<file path="src/rtl/mmio_timer_responder.sv">
// Memory-mapped down-counter timer answering the core's data-side
// device handshake (d_ready stall, one-cycle d_valid completion).
//
// Ports:
//   clock, reset        : rising-edge clock, synchronous active-high reset
//   addr, wdata         : access address and store data from MEM stage
//   mem_store_type      : 00 none, 01 byte, 10 word, 11 dword
//   mem_load_type       : same encoding; ignored when a store is present
//   d_ready             : access claimed / in progress (core stalls)
//   d_valid             : access complete, d_rdata valid this cycle
//   d_rdata             : lane-extracted load result, 0 when not valid
//   irq                 : registered STATUS.pending & CTRL.ie
module mmio_timer_responder #(
    parameter logic [63:0] BASE_ADDR = 64'h0000_0000_FFFF_0000,
    parameter int unsigned LATENCY   = 2
) (
    input  logic        clock,
    input  logic        reset,
    input  logic [63:0] addr,
    input  logic [63:0] wdata,
    input  logic [1:0]  mem_store_type,
    input  logic [1:0]  mem_load_type,
    output logic        d_ready,
    output logic        d_valid,
    output logic [63:0] d_rdata,
    output logic        irq
);

    typedef enum logic [1:0] {IDLE, BUSY, RESP} state_t;

    localparam logic [3:0] LAT_INIT = 4'(LATENCY - 1);

    state_t      state_q, state_d;
    logic [3:0]  lat_q, lat_d;
    logic [4:0]  off_q;
    logic [63:0] wdata_q;
    logic [1:0]  type_q;
    logic        store_q;

    logic        en_q, ie_q, rl_q, pending_q, irq_q;
    logic        en_d, ie_d, rl_d, pending_d, irq_d;
    logic [63:0] count_q, reload_q, count_d, reload_d;

    logic        hit, take, commit;
    logic [63:0] reg_view, merged, wbits;

    // Place the store data into its lane of an existing 64-bit value.
    function automatic logic [63:0] merge(input logic [63:0] old,
                                          input logic [63:0] wd,
                                          input logic [1:0]  t,
                                          input logic [2:0]  o);
        logic [63:0] m;
        logic [63:0] d;
        m = '0;
        d = '0;
        unique case (t)
            2'b01: begin
                m = 64'hFF << {o, 3'b000};
                d = {56'b0, wd[7:0]} << {o, 3'b000};
            end
            2'b10: begin
                m = 64'hFFFF_FFFF << {o[2], 5'b00000};
                d = {32'b0, wd[31:0]} << {o[2], 5'b00000};
            end
            2'b11: begin
                m = '1;
                d = wd;
            end
            default: ;
        endcase
        return (old & ~m) | (d & m);
    endfunction

    function automatic logic [63:0] extract(input logic [63:0] v,
                                            input logic [1:0]  t,
                                            input logic [2:0]  o);
        logic [63:0] r;
        r = '0;
        unique case (t)
            2'b01:   r = (v >> {o, 3'b000}) & 64'hFF;
            2'b10:   r = (v >> {o[2], 5'b00000}) & 64'hFFFF_FFFF;
            2'b11:   r = v;
            default: r = '0;
        endcase
        return r;
    endfunction

    assign hit = (addr[63:5] == BASE_ADDR[63:5]) &&
                 ((mem_store_type != 2'b00) || (mem_load_type != 2'b00));

    always_comb begin
        state_d = state_q;
        lat_d   = lat_q;
        d_ready = 1'b0;
        d_valid = 1'b0;
        take    = 1'b0;
        commit  = 1'b0;
        unique case (state_q)
            IDLE: begin
                d_ready = hit;
                if (hit) begin
                    take    = 1'b1;
                    lat_d   = LAT_INIT;
                    state_d = (LATENCY == 1) ? RESP : BUSY;
                end
            end
            BUSY: begin
                d_ready = 1'b1;
                lat_d   = lat_q - 4'd1;
                if (lat_q <= 4'd1) state_d = RESP;
            end
            RESP: begin
                d_valid = 1'b1;
                commit  = store_q;
                state_d = IDLE;
            end
            default: state_d = IDLE;
        endcase
    end

    always_comb begin
        reg_view = '0;
        unique case (off_q[4:3])
            2'd0: reg_view = {61'b0, rl_q, ie_q, en_q};
            2'd1: reg_view = count_q;
            2'd2: reg_view = reload_q;
            2'd3: reg_view = {63'b0, pending_q};
        endcase
    end

    assign merged = merge(reg_view, wdata_q, type_q, off_q[2:0]);
    // Only the bits actually written count for W1C, not untouched lanes.
    assign wbits  = merge(64'b0, wdata_q, type_q, off_q[2:0]);

    assign d_rdata = (d_valid && !store_q) ?
                     extract(reg_view, type_q, off_q[2:0]) : 64'b0;

    always_comb begin
        en_d      = en_q;
        ie_d      = ie_q;
        rl_d      = rl_q;
        count_d   = count_q;
        reload_d  = reload_q;
        pending_d = pending_q;
        if (en_q) begin
            if (count_q != 64'b0) begin
                count_d = count_q - 64'd1;
            end else if (rl_q) begin
                count_d = reload_q;
            end else begin
                en_d = 1'b0;
            end
        end
        if (commit && off_q[4:3] == 2'd3 && wbits[0]) pending_d = 1'b0;
        // Terminal count after the W1C so a coincident set wins.
        if (en_q && count_q == 64'b0) pending_d = 1'b1;
        // Bus stores come last so they override the timer's own update.
        if (commit) begin
            unique case (off_q[4:3])
                2'd0: {rl_d, ie_d, en_d} = merged[2:0];
                2'd1: count_d  = merged;
                2'd2: reload_d = merged;
                2'd3: ;
            endcase
        end
        irq_d = pending_d & ie_d;
    end

    always_ff @(posedge clock) begin
        if (reset) begin
            state_q   <= IDLE;
            lat_q     <= '0;
            off_q     <= '0;
            wdata_q   <= '0;
            type_q    <= '0;
            store_q   <= 1'b0;
            en_q      <= 1'b0;
            ie_q      <= 1'b0;
            rl_q      <= 1'b0;
            count_q   <= '0;
            reload_q  <= '0;
            pending_q <= 1'b0;
            irq_q     <= 1'b0;
        end else begin
            state_q   <= state_d;
            lat_q     <= lat_d;
            if (take) begin
                off_q   <= addr[4:0];
                wdata_q <= wdata;
                store_q <= (mem_store_type != 2'b00);
                type_q  <= (mem_store_type != 2'b00) ?
                           mem_store_type : mem_load_type;
            end
            en_q      <= en_d;
            ie_q      <= ie_d;
            rl_q      <= rl_d;
            count_q   <= count_d;
            reload_q  <= reload_d;
            pending_q <= pending_d;
            irq_q     <= irq_d;
        end
    end

    assign irq = irq_q;

endmodule
</file>
<file path="config.mk">
export PLATFORM = sky130hd
export DESIGN_NAME = mmio_timer_responder
export DESIGN_NICKNAME = d
export VERILOG_FILES = /design/src/rtl/mmio_timer_responder.sv
export SDC_FILE = /design/constraint.sdc
export NUM_CORES = 1
export LEC_CHECK = 0
export ABC_AREA = 0
export CAP_MARGIN = 10
export CORE_UTILIZATION = 30
export CTS_BUF_LIST = sky130_fd_sc_hd__clkbuf_4
export DETAILED_ROUTE_END_ITERATION = 6
export SYNTH_ARGS = -nofsm -noshare
export SYNTH_HDL_FRONTEND = slang
export SYNTH_SLANG_ARGS = --single-unit
</file>
<file path="constraint.sdc">
create_clock -name clock -period 3.8 [get_ports clock]
set_input_delay 0.95 -clock clock [delete_from_list [all_inputs] [get_ports clock]]
set_output_delay 0.95 -clock clock [all_outputs]
set_load 0.1 [all_outputs]
</file>
; Yosys cells after proc, flatten, opt, wreduce, memory -nomap -nowiden
; Cells that the tools add are included.
[word_totals]
in_bits = 134
out_inout_bits = 67
ff_bits = 211
word_cells = 86
[classes]
bitwise_logic = 5
reduce_logical = 18
add_sub_neg = 2
magnitude_cmp = 1
muxes = 30
eq_ne = 11
n_shift = 6
[op_table]
columns = op, n
row1 = 64-bit case mux with 3 select lines, 3
row2 = 64-bit two-way mux, 6
row3 = 64-bit case mux with 4 select lines, 1
row4 = 64-bit bitwise AND, 2
row5 = 64-bit logical NOT, 1
row6 = 64-bit NOT, 1
row7 = 64-bit bitwise OR, 1
row8 = 64-bit nonzero test, 1
row9 = 32-bit by 6-bit << shifter with 64-bit output, 1
row10 = 32-bit by 6-bit << shifter with 64-bit output (first input constant), 1
row11 = 8-bit by 6-bit << shifter with 64-bit output, 1
row12 = 8-bit by 6-bit << shifter with 64-bit output (first input constant), 1
row13 = 64-bit by 6-bit right shift with 32-bit output, 1
row14 = 64-bit by 6-bit right shift with 8-bit output, 1
row15 = 64-bit by 1-bit subtractor with 64-bit output (second input constant), 1
row16 = 59-bit by 27-bit == test with 1-bit output (second input constant), 1
row17 = 1-bit two-way mux, 13
row18 = 2-bit == test (second input constant), 5
row19 = 4-bit case mux with 2 select lines, 1
row20 = 2-bit AND reduction, 4
row21 = 2-bit by 1-bit == test with 1-bit output (second input constant), 3
row22 = 2-bit two-way mux, 3
row23 = 2-bit nonzero test, 3
row24 = 1-bit logical AND, 5
row25 = 10 further kinds, 12

; Logic depth before layout (Yosys ltp)
[logic_depth]
depth_word = 8
mapped_depth = 12
ltp_nobuf = 9

; Least setup slack after synthesis
; OpenSTA, ideal clock, no wires.
[synth_path]
path_type = register -> output
from = reg off_q[3]
to = out d_rdata[1]
path_slack_ns = -0.749
t_required_ns = 2.850
arrival_ns = 3.599
stages_incl_launch_ff = 11
path_buffers = 4
path_cell_list = dfxtp_1 buf_2 nor2b_1 clkbuf_1 clkbuf_1 clkbuf_1 a22oi_1 mux4_2 nand2_1 o211ai_1 a21oi_1
[synth_via]
elab_chain_len = 5
[synth_lines]
columns = item, line
row1 = start: declaration, 35  ; logic [4:0] off_q;
row2 = start signal: assignment, 188  ; off_q <= addr[4:0];
row3 = "2-bit == test, or another cell as far along", 123  ; unique case (off_q[4:3])
row4 = 64-bit case mux with 4 select lines (*), 123
row5 = 64-bit by 6-bit right shift with 32-bit output / 64-bit by 6-bit right shift with 8-bit output (equally long branches), "81, 80"
row6 = 64-bit case mux with 3 select lines (*), 79  ; unique case (t)
row7 = 64-bit two-way mux (*), 135  ; assign d_rdata = (d_valid && !store_q) ?
row8 = end: declaration, 25  ; output logic [63:0] d_rdata,
; Every way passes the cells marked *; elsewhere a longest branch is shown, timed or not.

; Final worst setup path
[layout_path]
from = reg off_q[3]
to = out d_rdata[0]
; Same word-level chain as after synthesis.

==> impl_metrics.toml <==
[run_status]
status = "finished with violations"
violations = "DRC, setup timing"

[final_layout]
nNetsFinal = 2142
layout_common_cells = "nand2_1 (228), dfxtp_1 (207), buf_4 (172)"
utilization_pct = 43.17
final_common_cell = "nand2_1"
layout-drive-gt1-share_pct = 23.73
syn2layout_area_growth_pct = 41.92
design_area_um2 = 18640

[synthesis]
syn-num-nets = 1867
yosys.cell_types.count = 73
synthArstFlopShare_pct = 0
syn-cell-area_um2 = 13130
netlist_top_cells_area = "dfxtp_1 (32%), nand2_1 (6.5%), a21oi_1 (5.6%), nor2_1 (5.5%), a222oi_1 (4.6%)"
ys_seq_area_share_pct = 32.16
synth_area_leader_cell = "dfxtp_1"
synthFlopType = "dfxtp_1"
ys_seq_elements = 211
synth_top_area_share_pct = 32.16
synth_edf_count = 0
yosysWarningCount = 0
netlist_instances = 1729
syn-mean-instance-area_um2 = 7.596

[clocking]
cts_sinks = 211
clk_latency_ns = 0.86
cts_root_buffer = "clkbuf_4"
cts_tree = "built"
clock_path_buffers = 3
clk_pin_slew_worst_paths_ns = 0.07
htreeDepth = 2
cts_buffers = 59

[floorplan]
die_area_um2 = 44620
die_h_um = 211.2
initial_utilization_pct = 30.42
rows = 76
core_area_um2 = 43170
die_width_um = 211.2
ios = 201

[global_route]
grt_usage_pct = 30.89
grt_max_degree = 118
grt_remaining_overflow = 0
grt_pass1_wl_mm = 101.4
grt_antenna_before_repair = 2
first_global_vias = 15140

[critical_path]
slowest_stage = "mux4_2"
timing.rr.start = "count_q[50]"
critPathCapture = "d_rdata[0]"
cp-end-kind = "output port"
crit_fanout = 29
ff2ff_setup_slack_ns = 0.46
crit_path_start = "off_q[3]"
cp_common_cell = "buf_12"
r2r_cells = 7
cp_data_arrival_time_ns = 3.65
slowest_delay_ns = 0.52
required_ns = 2.85
timing.rr.end = "count_q[22]"
crit_chain = "buf_6 -> nor2b_4 -> buf_12 -> buf_16 -> a22o_4 -> mux4_2 -> mux2_4 -> a222oi_1 -> buf_4 -> nor2_4 -> buf_12"
path_class = "reg2out"
cp-start-kind = "flip-flop"

[timing]
hold_viol = 0
fin_ws_ns = -0.7970
setup_viol = 8
fmax_ghz = 0.2175
slew_viol_final = 0
hold_ws_ns = 0.3821
period_share_pct = 121.0
fin_setup_tns_ns = -5.366
worst_pin_slew_ns = 1.146
clock_skew_ns = 0.09019
min_period_ns = 4.597
rsz0062_at_grt = "true"
slew_headroom_pct = 23.63

[route]
wl_per_cell_um = 26.73
first_pass_iters = 7
drt_iter0_drc = 2466
vias = 16250
drtAntennaViolNets = 0
wirelength_mm = 70.38
avgViaCountPerCell = 6.172
post-route-drc-count = 80

[pwr]
power_uw = 4467
swShare_pct = 25.38
p_comb_share_pct = 4.4
peakVddDrop_uv = 178.8
p_sw_uw = 1134
p_seq_share_pct = 49.5
p_per_area_nw_per_um2 = 239.6
p_int_uw = 3333
clkPwrFrac_pct = 46.1
p_leak_uw = 0.006525

[placed_design]
io_buffers = 200
dp_hpwl_mm = 51.37
gp_congestion = 1.056
placed_area_um2 = 17500

[hold_path]
hold_path.class = "in2reg"
min_path_cells = 2

[job]
cap_violations = 0
metrics by stage:
stage	setup WS, ns	instances
after CTS	-0.7862	2622
after global routing	-0.7955	2631
after detailed placement	-0.3304	2514
after floorplan	-0.1609	1729
final	-0.7970	2633
after global placement	-0.3623	2514
flip-flops by register name (all words and copies together), names as in the netlist, 2 cells and up:
signal / count
count_q: 64
reload_q: 64
wdata_q: 64
off_q: 5
lat_q: 4
state_q: 2
type_q: 2
critical path: cells and delay by family (launching register included):
kind                   cells  cell delay, ns
AOI/OAI and AO/OA          2            0.61
and+or+nand+nor            2            0.16
buffers and inverters      5            0.88
DFF                        1            0.34
muxes                      2            0.83
cells by family (layout without fill, tap and decap cells):
logic type	count (synthesis)	in the layout	share of synthesized area (%)
buffers and inverters	193	507	5.792
adder cells (fa/ha/maj)	4	4	0.3811
other	0	4	0
flip-flops	211	211	32.16
XOR/XNOR	18	18	1.200
AO/OA/AOI/OAI	588	589	31.93
AND/OR/NAND/NOR	681	681	24.29
multiplexers	34	34	4.239
layer usage:
layer	part of all wire, %	track usage [%]	vias to the layer above
met5	0	0	-
met4	6.4	16.04	0
met3	12	9.188	228
met2	41	44.63	1216
met1	40	41.19	7623
li1	-	-	7185
area by class of cell:
type                    instances  area, um^2
flip-flops and latches        211        4229
fillers                      4411       24530
repair buffers                392        4330
well taps                     585       732.0
clock inverters                18       68.82
multi-input cells            1326        8593
inverters                      14       52.55
clock buffers                  83       623.1
diodes                          4       10.01
cells in the mapped netlist, types with 7 or more instances:
cell and n:
a211oi_1 70, a21boi_0 21, a21oi_1 146, a221oi_1 15, a222oi_1 60, a22o_1 64, a22oi_1 51, a31oi_1 24
and3_1 26, buf_1 16, buf_2 11, clkbuf_1 147, dfxtp_1 211, inv_1 13, mux2i_1 14, mux4_2 17
nand2_1 229, nand3_1 32, nand3b_1 7, nand4_1 17, nor2_1 192, nor2b_1 9, nor3_1 66, nor4_1 38
nor4b_1 9, o21a_1 7, o21ai_0 53, o22ai_1 15, o311ai_0 10, or3_1 17, or4_1 15, xnor2_1 9
xor2_1 9
worst min-delay path by stage:
stage,startpoint,to
3_5_place_dp,wdata_q[56],wdata_q[56]
3_3_place_gp,wdata_q[61],wdata_q[61]
6_report,reset,reload_q[41]
4_1_cts,reset,reload_q[41]
5_1_grt,reset,reload_q[53]
2_1_floorplan,wdata_q[32],wdata_q[32]
power groups by stage:
stage	clock network (uW)	logic, uW	registers, uW
2_1_floorplan	0	39.3	2260
3_3_place_gp	0	197	2260
3_5_place_dp	0	198	2260
4_1_cts	2080	197	2210
5_1_grt	2190	209	2210
6_report	2060	199	2210
what timing repair did:
action | CTS | global route
endpoints found under the setup margin | 37 | 33
hold buffers | 0 | 0
resized for setup | 47 | 20
cloned | 3 | 1
endpoints found under the hold margin | 0 | 0
pin swaps | 12 | 6
buffers inserted | 4 | 6
(Power assumes the default switching activity.)
